File: src/rtl/diaosi_types_pkg.sv
// Shared types for the pipeline controller: FSM state encoding and the bundle
// of stage-latch enable/flush controls.
package diaosi_types_pkg;

  localparam int unsigned REG_W = 5;

  typedef enum logic [1:0] {
    RUN   = 2'b00,
    DWAIT = 2'b01,
    HALT  = 2'b10
  } pctrl_state_t;

  typedef struct packed {
    logic pc_en;
    logic if_dc_en;
    logic if_dc_flush;
    logic dc_ex_en;
    logic dc_ex_flush;
    logic ex_mem_en;
    logic ex_mem_flush;
    logic mem_wb_en;
  } pctrl_ctl_t;

  // Every enable set to en and every flush set to fl.
  function automatic pctrl_ctl_t ctl_uniform(input logic en, input logic fl);
    pctrl_ctl_t c;
    c.pc_en        = en;
    c.if_dc_en     = en;
    c.if_dc_flush  = fl;
    c.dc_ex_en     = en;
    c.dc_ex_flush  = fl;
    c.ex_mem_en    = en;
    c.ex_mem_flush = fl;
    c.mem_wb_en    = en;
    return c;
  endfunction

endpackage

File: src/rtl/hazard_detect.sv
// Load-use hazard detection: a load in EX whose destination feeds an
// instruction currently in decode.
module hazard_detect
  import diaosi_types_pkg::*;
(
  input  logic             ex_dren,
  input  logic [REG_W-1:0] ex_wsel,
  input  logic [REG_W-1:0] dc_rs,
  input  logic [REG_W-1:0] dc_rt,
  input  logic             dc_uses_rt,
  output logic             loaduse
);

  logic dest_live_s;
  logic rs_match_s;
  logic rt_match_s;

  // Register zero is hardwired, so a load targeting it never creates a hazard.
  assign dest_live_s = ex_dren & (ex_wsel != {REG_W{1'b0}});
  assign rs_match_s  = (ex_wsel == dc_rs);
  assign rt_match_s  = dc_uses_rt & (ex_wsel == dc_rt);
  assign loaduse     = dest_live_s & (rs_match_s | rt_match_s);

endmodule

File: src/rtl/pipeline_ctrl.sv
// Five-stage pipeline stall/flush controller with RUN/DWAIT/HALT FSM.
// Optional saturating performance counters enabled by macro PIPE_PERF_CNT_EN.
module pipeline_ctrl
  import diaosi_types_pkg::*;
#(
  parameter int CNT_W = 32
) (
  input  logic             CLK,
  input  logic             RST,
  input  logic             ihit,
  input  logic             dhit,
  input  logic             mem_dren,
  input  logic             mem_dwen,
  input  logic             mem_halt,
  input  logic             mem_redirect,
  input  logic             ex_dren,
  input  logic [REG_W-1:0] ex_wsel,
  input  logic [REG_W-1:0] dc_rs,
  input  logic [REG_W-1:0] dc_rt,
  input  logic             dc_uses_rt,
  output logic             pc_en,
  output logic             if_dc_en,
  output logic             if_dc_flush,
  output logic             dc_ex_en,
  output logic             dc_ex_flush,
  output logic             ex_mem_en,
  output logic             ex_mem_flush,
  output logic             mem_wb_en,
  output logic             halted,
  output logic [CNT_W-1:0] stall_cnt,
  output logic [CNT_W-1:0] flush_cnt
);

  pctrl_state_t state_q;
  pctrl_state_t state_d;
  pctrl_ctl_t   ctl_s;
  logic         dstall_s;
  logic         loaduse_s;
  logic         active_s;

  hazard_detect u_hazard (
    .ex_dren    (ex_dren),
    .ex_wsel    (ex_wsel),
    .dc_rs      (dc_rs),
    .dc_rt      (dc_rt),
    .dc_uses_rt (dc_uses_rt),
    .loaduse    (loaduse_s)
  );

  assign dstall_s = (mem_dren | mem_dwen) & ~dhit;
  assign active_s = ~RST & ((state_q == RUN) | (state_q == DWAIT));

  // State register.
  always_ff @(posedge CLK) begin
    if (RST) begin
      state_q <= RUN;
    end else begin
      state_q <= state_d;
    end
  end

  // Next state and latch controls, highest-priority hazard first.
  always_comb begin
    state_d = state_q;
    ctl_s   = ctl_uniform(1'b1, 1'b0);
    if (RST) begin
      state_d = RUN;
      ctl_s   = ctl_uniform(1'b0, 1'b1);
    end else begin
      case (state_q)
        HALT: begin
          state_d = HALT;
          ctl_s   = ctl_uniform(1'b0, 1'b0);
        end
        RUN, DWAIT: begin
          if (dstall_s) begin
            state_d = DWAIT;
            ctl_s   = ctl_uniform(1'b0, 1'b0);
          end else if (mem_halt) begin
            // Let the halting instruction retire into WB, freeze everything else.
            state_d         = HALT;
            ctl_s           = ctl_uniform(1'b0, 1'b0);
            ctl_s.mem_wb_en = 1'b1;
          end else if (mem_redirect) begin
            state_d = RUN;
            ctl_s   = ctl_uniform(1'b1, 1'b1);
          end else if (loaduse_s) begin
            state_d           = RUN;
            ctl_s             = ctl_uniform(1'b1, 1'b0);
            ctl_s.pc_en       = 1'b0;
            ctl_s.if_dc_en    = 1'b0;
            ctl_s.dc_ex_flush = 1'b1;
          end else if (!ihit) begin
            state_d           = RUN;
            ctl_s             = ctl_uniform(1'b1, 1'b0);
            ctl_s.pc_en       = 1'b0;
            ctl_s.if_dc_flush = 1'b1;
          end else begin
            state_d = RUN;
            ctl_s   = ctl_uniform(1'b1, 1'b0);
          end
        end
        default: begin
          // Unreachable encoding: freeze for this cycle and recover to RUN.
          state_d = RUN;
          ctl_s   = ctl_uniform(1'b0, 1'b0);
        end
      endcase
    end
  end

  assign pc_en        = ctl_s.pc_en;
  assign if_dc_en     = ctl_s.if_dc_en;
  assign if_dc_flush  = ctl_s.if_dc_flush;
  assign dc_ex_en     = ctl_s.dc_ex_en;
  assign dc_ex_flush  = ctl_s.dc_ex_flush;
  assign ex_mem_en    = ctl_s.ex_mem_en;
  assign ex_mem_flush = ctl_s.ex_mem_flush;
  assign mem_wb_en    = ctl_s.mem_wb_en;
  assign halted       = ~RST & (state_q == HALT);

`ifdef PIPE_PERF_CNT_EN
  localparam logic [CNT_W-1:0] CNT_ONE = {{(CNT_W-1){1'b0}}, 1'b1};

  logic [CNT_W-1:0] stall_cnt_q;
  logic [CNT_W-1:0] stall_cnt_d;
  logic [CNT_W-1:0] flush_cnt_q;
  logic [CNT_W-1:0] flush_cnt_d;
  logic             stall_inc_s;
  logic             flush_inc_s;

  function automatic logic [CNT_W-1:0] sat_inc(input logic [CNT_W-1:0] v);
    if (&v) begin
      return v;
    end else begin
      return v + CNT_ONE;
    end
  endfunction

  assign stall_inc_s = active_s & ~ctl_s.pc_en;
  assign flush_inc_s = active_s & ~dstall_s & ~mem_halt & mem_redirect;

  // Saturating next values for both counters.
  always_comb begin
    stall_cnt_d = stall_cnt_q;
    flush_cnt_d = flush_cnt_q;
    if (stall_inc_s) begin
      stall_cnt_d = sat_inc(stall_cnt_q);
    end else begin
      stall_cnt_d = stall_cnt_q;
    end
    if (flush_inc_s) begin
      flush_cnt_d = sat_inc(flush_cnt_q);
    end else begin
      flush_cnt_d = flush_cnt_q;
    end
  end

  // Counter registers.
  always_ff @(posedge CLK) begin
    if (RST) begin
      stall_cnt_q <= {CNT_W{1'b0}};
      flush_cnt_q <= {CNT_W{1'b0}};
    end else begin
      stall_cnt_q <= stall_cnt_d;
      flush_cnt_q <= flush_cnt_d;
    end
  end

  assign stall_cnt = stall_cnt_q;
  assign flush_cnt = flush_cnt_q;
`else
  logic unused_active_s;
  assign unused_active_s = active_s;
  assign stall_cnt       = {CNT_W{1'b0}};
  assign flush_cnt       = {CNT_W{1'b0}};
`endif

endmodule
File: config.mk
export PLATFORM = sky130hd
export DESIGN_NAME = pipeline_ctrl
export DESIGN_NICKNAME = d
export VERILOG_FILES = /design/src/rtl/diaosi_types_pkg.sv /design/src/rtl/hazard_detect.sv /design/src/rtl/pipeline_ctrl.sv
export SDC_FILE = /design/constraint.sdc
export NUM_CORES = 1
export LEC_CHECK = 0
export ABC_CLOCK_PERIOD_IN_PS = 1300
export BUFFER_PORTS_ARGS = -buffer_cell sky130_fd_sc_hd__buf_2
export CORE_ASPECT_RATIO = 0.9
export CORE_UTILIZATION = 32
export CTS_CLUSTER_DIAMETER = 100
export CTS_CLUSTER_SIZE = 30
export DETAILED_ROUTE_END_ITERATION = 10
export PLACE_DENSITY = 0.91
export SYNTH_ARGS = -nofsm -noshare
export SYNTH_HDL_FRONTEND = slang
export SYNTH_SLANG_ARGS = --single-unit
File: constraint.sdc
create_clock -name CLK -period 1.3 [get_ports CLK]
set_input_delay 0.065 -clock CLK [delete_from_list [all_inputs] [get_ports CLK]]
set_output_delay 0.065 -clock CLK [all_outputs]
set_load 0.005 [all_outputs]
Yosys cells after proc, flatten, opt, wreduce, memory -nomap -nowiden
Index checks and enable logic that the tools add are counted.
{"block": "totals", "register_bits": 2, "in_bits": 25, "output_inout_bits": 73, "wordCells": 27}
{"block": "op_classes", "n_eq_ne": 4, "n_mux": 10, "bitwise": 9, "reduce_logical": 3}
{"cell": "$mux W8", "count": 7}
{"cell": "$eq A5 B5 Y1", "count": 2}
{"cell": "$and A1 B1 Y1", "count": 5}
{"cell": "$reduce_bool A5 Y1", "count": 1}
{"cell": "$mux W2", "count": 2}
{"cell": "$pmux W2 S2", "count": 1}
{"cell": "$eq A2 B1 Y1 const B", "count": 1}
{"cell": "$eq A2 B2 Y1 const B", "count": 1}
{"cell": "$logic_not A2 Y1", "count": 1}
{"cell": "$not A1 Y1", "count": 2}
{"cell": "$or A1 B1 Y1", "count": 2}
{"cell": "$reduce_or A2 Y1", "count": 1}

Depth between registers and ports, before layout
Gate-level depths: netlist of the first run.
{"block": "depth", "ltp_word": 10, "depth_mapped": 4, "mapped_depth_nobuf": 4}

Hierarchy
Synthesis of the first run repeated with hierarchy kept, for this count alone.
{"block": "unflattened", "hier_cells": 107, "hier_area_um2": 797.0}
{"module": "pipeline_ctrl", "instances": 1, "cells_each": 90, "area_per_inst_um2": 664.4, "seq_area_each_um2": 40.0}
{"module": "hazard_detect", "instances": 1, "cells_each": 17, "area_per_inst_um2": 132.6, "seq_area_each_um2": 0.0}

Least setup slack after synthesis of the first run
No wires, ideal clock.
{"block": "synth_path", "path_kind": "flip-flop to output port", "from": "register state_q[1]", "to": "output pc_en", "arrival_ns": 1.124, "t_required_ns": 1.235, "path_slack_ns": 0.111, "path_stages_with_launch": 4, "cell_sequence": "dfxtp_1 nor4_1 o21ai_0 a21oi_1"}
{"block": "synth_via", "elab_chain_cells": 4}
{"element": "from (decl)", "line_no": "pipeline_ctrl.sv:34", "source": "pctrl_state_t state_q;"}
{"element": "from (signal assigned)", "line_no": "pipeline_ctrl.sv:58", "source": "state_q <= state_d;"}
{"element": "$eq A2 B1 Y1 / $logic_not A2 Y1 (equally long branches)", "line_no": "pipeline_ctrl.sv:70", "source": "case (state_q)"}
{"element": "$reduce_or A2 Y1 (*)", "line_no": "pipeline_ctrl.sv:70"}
{"element": "$mux W8 (*)", "line_no": "pipeline_ctrl.sv:70"}
{"element": "$mux W8 (*)", "line_no": "pipeline_ctrl.sv:66", "source": "if (RST) begin"}
{"element": "to (decl)", "line_no": "pipeline_ctrl.sv:21", "source": "output logic pc_en,"}
Mark *: on every way between the ends. The rest lies on a longest branch, timed or not.

Worst setup path in the final report of the first run
{"block": "layout_path", "from": "input ex_wsel[3]", "to": "output if_dc_en"}
{"block": "layout_via", "elab_chain_cells": 10}
{"element": "from (decl)", "line_no": "pipeline_ctrl.sv:17", "source": "input logic [REG_W-1:0] ex_wsel,"}
{"element": "$eq A5 B5 Y1", "line_no": "hazard_detect.sv:21", "source": "assign rt_match_s = dc_uses_rt & (ex_wsel == dc_rt);"}
{"element": "$and A1 B1 Y1", "line_no": "hazard_detect.sv:21"}
{"element": "$or A1 B1 Y1", "line_no": "hazard_detect.sv:22", "source": "assign loaduse = dest_live_s & (rs_match_s | rt_match_s);"}
{"element": "$and A1 B1 Y1 (*)", "line_no": "hazard_detect.sv:22"}
{"element": "$mux W8 (*)", "line_no": "pipeline_ctrl.sv:87", "source": "end else if (loaduse_s) begin"}
{"element": "$mux W8 (*)", "line_no": "pipeline_ctrl.sv:84", "source": "end else if (mem_redirect) begin"}
{"element": "$mux W8 (*)", "line_no": "pipeline_ctrl.sv:79", "source": "end else if (mem_halt) begin"}
{"element": "$mux W8 (*)", "line_no": "pipeline_ctrl.sv:76", "source": "if (dstall_s) begin"}
{"element": "$mux W8 (*)", "line_no": "pipeline_ctrl.sv:70"}
{"element": "$mux W8 (*)", "line_no": "pipeline_ctrl.sv:66"}
{"element": "to (decl)", "line_no": "pipeline_ctrl.sv:22", "source": "output logic if_dc_en,"}
Marked as above.

==> out/metrics.cfg, run 1 <==
[timing]
skew_ns=0.000752
finalMaxSlewViolations=0
fin_hold_ws_ns=0.114
fin_crit_sh_pct=95.9
hold_viol=0
rsz0062_at_grt=true
period_minus_slack_ns=1.25
maxClockFrequency_mhz=802
setup_violations=0

[layout]
drive_gt1_share_pct=35.0
regMostFlops=state_q
final_nets=170
final_common_cell=conb_1
areaGrowthSynthToFinish_pct=7.48
mostFrequentLayoutCells=conb_1 (64), buf_2 (32), xnor2_1 (10)
antenna_cells=0
largest_reg_flops=2
reg.largest.list=state_q (2)

[synthesis]
netlist_instances=103
synth_cell_types=22
syn_avg_cell_area_um2=7.47
syn_area_um2=769
yosysSeqAreaShare_pct=5.20
synth.ff_latch_count=2
yosysWarnings=0

[worst_setup_path]
end_kind=output port
r2r_end=state_q[1]$_SDFF_PP0_
r2r-start=state_q[1]$_SDFF_PP0_
path_class=in2out
crit_start=ex_wsel[3]
reg2reg_slack_ns=0.48
cp_slowest_stage_delay_ns=0.54
crit_path_max_fanout=2
crit_end=if_dc_en
path_cells=buf_6 -> or4_4 -> o21ai_4 -> nor2_1 -> a21boi_1 -> buf_2
critPathLaunchType=input port
reg2reg_depth=2
cp_slowest_cell=or4_4
crit_required_ns=1.24
worstPathArrival_ns=1.18

[clocking]
cts_tree=done
cts.sinks=2
cts_hold_buf=0
cts_made_buffers=3
clk_latency_ns=0.22
clk_pin_slew_ns=0.03
htree_levels=1
clockRootBuffer=clkbuf_4
clk_path_buf_depth=2

[detailed_routing]
antenna_left=0
vias_per_cell=3.43
routed-wl-met3_um=122
routedWlPerCell_um=6.85
dr.pass1.iters=2
drc=0
routed_wl_um=1170
num_vias=583
drt-initial-drc-count=4
top_layer_used=met3
wl_met2_um=664
m1WireLength_um=377

[placement]
place_congestion=0.704
numPortBuffers=33
dpl.hpwl_um=1070

[flow_run]
drv_cap=0

[power]
seq_power_share_pct=17.6
comb_power_share_pct=50.8
p_leak_nw=0.489
peakVddDrop_mv=0.457
power_switching_share_pct=36.1
total_power_uw=418
p_per_area_mw_per_mm2=505
p_int_uw=267
p_clk_share_pct=31.6
switching_power_uw=151

[floorplanning]
core-area_mm2=0.00222
die_width_um=53.7
rows=16
start_util_pct=34.6
pin_count=98
dieArea_mm2=0.00261
die_h_um=48.5

[worst_hold_path]
hp-class=in2reg
worstHoldPathCells=2

[grt]
grt_max_degree=8
overflow=0
gr-usage-all-layers_pct=8.90
grt_pass1_wl_um=1760
antenna_found_initial=0
grt_pass1_vias=464

[run_status]
status=completed

## Yosys cell counts, drive strengths merged
cell | number | area share (%)
a31o | 1 | 1.1
nor4 | 1 | 0.81
nor3b | 2 | 2.0
buf | 65 | 63
a21o | 2 | 2.0
inv | 1 | 0.49
conb | 1 | 0.49
dfxtp | 2 | 5.2
or4 | 1 | 0.98
a21oi | 1 | 0.65
nor2 | 2 | 0.98
xnor2 | 10 | 11
o22ai | 1 | 0.81
a21boi | 1 | 0.98
nand3 | 1 | 0.65
nor3 | 2 | 1.3
o21ai | 3 | 2.4
nand4 | 1 | 0.81
nand2 | 3 | 1.5
a31oi | 1 | 0.81
o21ba | 1 | 1.3
## repair_timing
| action | in CTS | in global routing |
|---|---|---|
| setup buffers | 0 | 1 |
| setup endpoints to repair | 6 | 4 |
| pin swaps | 6 | 3 |
| gates resized for setup | 5 | 4 |
## how the worst min path moves through the flow
stage | start | endpoint
finish | RST | state_q[0]$_SDFF_PP0_
global route | RST | state_q[0]$_SDFF_PP0_
CTS | mem_halt | state_q[1]$_SDFF_PP0_
detailed placement | mem_halt | state_q[1]$_SDFF_PP0_
global placement | mem_halt | state_q[1]$_SDFF_PP0_
floorplan | RST | state_q[0]$_SDFF_PP0_
## metrics by stage
| stage | TNS, ns | std cells | worst slack (ns) | utilization [%] | cell area (µm²) |
|---|---|---|---|---|---|
| floorplan | 0 | 166 | 0.111 | - | 1010 |
| global placement | -0.0456 | 166 | -0.0242 | 34.0 | 754 |
| detailed placement | -0.0365 | 166 | -0.0301 | 34.0 | 754 |
| CTS | 0 | 169 | 0.00246 | 36.3 | 806 |
| global route | -0.0113 | 170 | -0.0113 | 37.2 | 827 |
| finish | 0 | 170 | 0.0536 | 37.2 | 827 |
## power by group through the flow
stage	clock network, mW	registers, mW	logic, mW
after floorplan	0	0.0708	0.250
after global placement	0	0.0713	0.190
after detailed placement	0	0.0714	0.193
after CTS	0.141	0.0718	0.202
after global routing	0.147	0.0744	0.243
final	0.132	0.0736	0.212
## routing by layer
| layer | up-vias | global-route usage (%) |
|---|---|---|
| met5 | - | 0 |
| met4 | 0 | 4.82 |
| met2 | 45 | 15.6 |
| met1 | 254 | 9.01 |
| met3 | 0 | 2.52 |
| li1 | 284 | - |
## worst max-delay path: cells and delay by family
kind                   cells  cell delay [ns]
buffers and inverters      2             0.22
and+or+nand+nor            2             0.61
AOI/OAI and AO/OA          2             0.29
## cell families after synthesis
logic type | share of synthesized area, %
and+or+nand+nor | 8.94
DFF | 5.20
xor gates and xnor gates | 11.4
AOI/OAI and AO/OA | 10.1
buffers and inverters | 63.9
other | 0.487
## area by class of cell
cell class | count | area [µm²]
fillers | 243 | 1400
multi-input cells | 98 | 509
repair buffers | 39 | 216
flip-flops and latches | 2 | 41.3
well taps | 27 | 33.8
clock buffers | 3 | 22.5
inverters | 1 | 3.75
No activity file was read; power rests on OpenSTA's default activity.
==> run 2: changes to the inputs <==
- GPL_TIMING_DRIVEN: default -> 0
- HOLD_SLACK_MARGIN: default -> 0.12
- PLACE_DENSITY: 0.91 -> default
- PLACE_DENSITY_LB_ADDON: default -> 0.05
==> out/metrics.cfg, run 2 (same netlist as run 1, synthesis figures left out) <==
[layout]
reg.largest.list=state_q (2)
final_common_cell=buf_4
finalNonFillerCells=231
regMostFlops=state_q
antenna_cells=0
final_nets=231
largest_reg_flops=2
seq_area_um2=43.8
final_util_pct=58.3
multi_input_area_um2=504
drive_gt1_share_pct=53.4
fill_cells=213
areaGrowthSynthToFinish_pct=68.3
mostFrequentLayoutCells=buf_4 (66), conb_1 (64), buf_2 (31)

[power]
p_leak_nw=0.826
peakVddDrop_mv=0.303
p_per_area_mw_per_mm2=437
total_power_uw=566

[worst_setup_path]
crit_path_max_fanout=2
path_cells=buf_8 -> or4_4 -> o21ai_2 -> inv_2 -> a31o_1 -> buf_2
crit_buf_inv=3
path_class=in2out
critPathLaunchType=input port
reg2reg_slack_ns=0.49
cp_slowest_stage_delay_ns=0.53
worstPathArrival_ns=1.26
crit_required_ns=1.24
end_kind=output port
cp_slowest_cell=or4_4
cp_top_family=simple AND/OR/NAND/NOR gates

[floorplanning]
core-area_mm2=0.00222
rows=16
die_h_um=48.5
pin_count=98
dieArea_mm2=0.00261
start_util_pct=34.6
die_width_um=53.7

[detailed_routing]
dr.pass1.iters=6
antenna_left=0
num_vias=754
routedWlPerCell_um=6.97
routed_wl_um=1610
drt-initial-drc-count=4
drc=0
vias_per_cell=3.26

[placement]
dpl.hpwl_um=1380
dp_cells=226
numPortBuffers=33
pre_cts_ws_ns=-0.0677
place_congestion=0.758

[grt]
grt_max_degree=8
overflow=0
grt_pass1_wl_um=2480
gr-usage-all-layers_pct=12.4
grt_pass1_vias=648
antenna_found_initial=0

[timing]
skew_ns=0.00652
setup_violations=2
hold_viol=0
finalMaxSlewViolations=0
setup_ws_ns=-0.0225
period_minus_slack_ns=1.32
fin_crit_sh_pct=102
maxClockFrequency_mhz=756
rsz0062_at_grt=true
fin_tns_setup_ns=-0.0321

[run_status]
violations=setup timing
status=complete, but fails checks

[clocking]
clockRootBuffer=clkbuf_4
clk_pin_slew_ns=0.03
cts.sinks=2
clk_latency_ns=0.23
htree_levels=1
cts_made_buffers=3
cts_tree=done
clk_path_buf_depth=2

[worst_hold_path]
hp-class=in2reg

[flow_run]
drv_cap=0

-- run 2: changes by cell type in the layout (fill, tap and decap cells not counted), sizes merged --
cell,previous run,this run
buf,39,99
dlygate4sd3,0,1
-- run 2: cell type report --
class                           count  area share [%]
Multi-Input combinational cell     98            38.9
Timing Repair Buffer               35            15.4
Inverter                            1           0.290
Buffer                             65            37.7
Tap cell                           27            2.61
Sequential cell                     2            3.38
Clock buffer                        3            1.74
-- run 2: repair_timing --
action	in CTS	in global routing
buffers inserted	1	0
hold buffers	1	0
hold endpoints to repair	1	0
resized for setup	10	4
pin swaps	4	1
setup endpoints to repair	6	4
-- run 2: worst paths after layout --
kind	depth (start not counted)	startpoint	to
setup / recovery	6	ex_wsel[4]	dc_ex_flush
hold / removal	2	RST	state_q[0]$_SDFF_PP0_
setup reg to reg	2	state_q[1]$_SDFF_PP0_	state_q[1]$_SDFF_PP0_
hold reg to reg	1	state_q[1]$_SDFF_PP0_	state_q[0]$_SDFF_PP0_
-- run 2: metrics by stage --
step                      hold WS, ns  instance area, µm²
after global placement          0.299                1200
final                           0.144                1290
after floorplan                 0.141                1010
after detailed placement        0.304                1200
after CTS                       0.129                1290
after global routing            0.160                1290
-- run 2: per-layer routing --
layer | up-vias | routed length [µm] | track usage (%)
li1 | 407 | - | -
met1 | 293 | 475 | 9.77
met2 | 52 | 913 | 24.9
met3 | 2 | 204 | 1.89
met4 | 0 | 16 | 8.77
met5 | - | 0 | 0
-- run 2: worst reg2reg max path, stage by stage (launching register included) --
cell and delay, ns:
dfxtp_4 0.38, nor3b_1 0.25, a21o_1 0.11
-- run 2: where the power goes --
part / switching (mW) / internal, mW / leakage (nW) / total, mW
registers: 0.00792 / 0.0674 / 0.0172 / 0.0753
logic: 0.139 / 0.214 / 0.795 / 0.353
clock network: 0.0358 / 0.102 / 0.0138 / 0.138
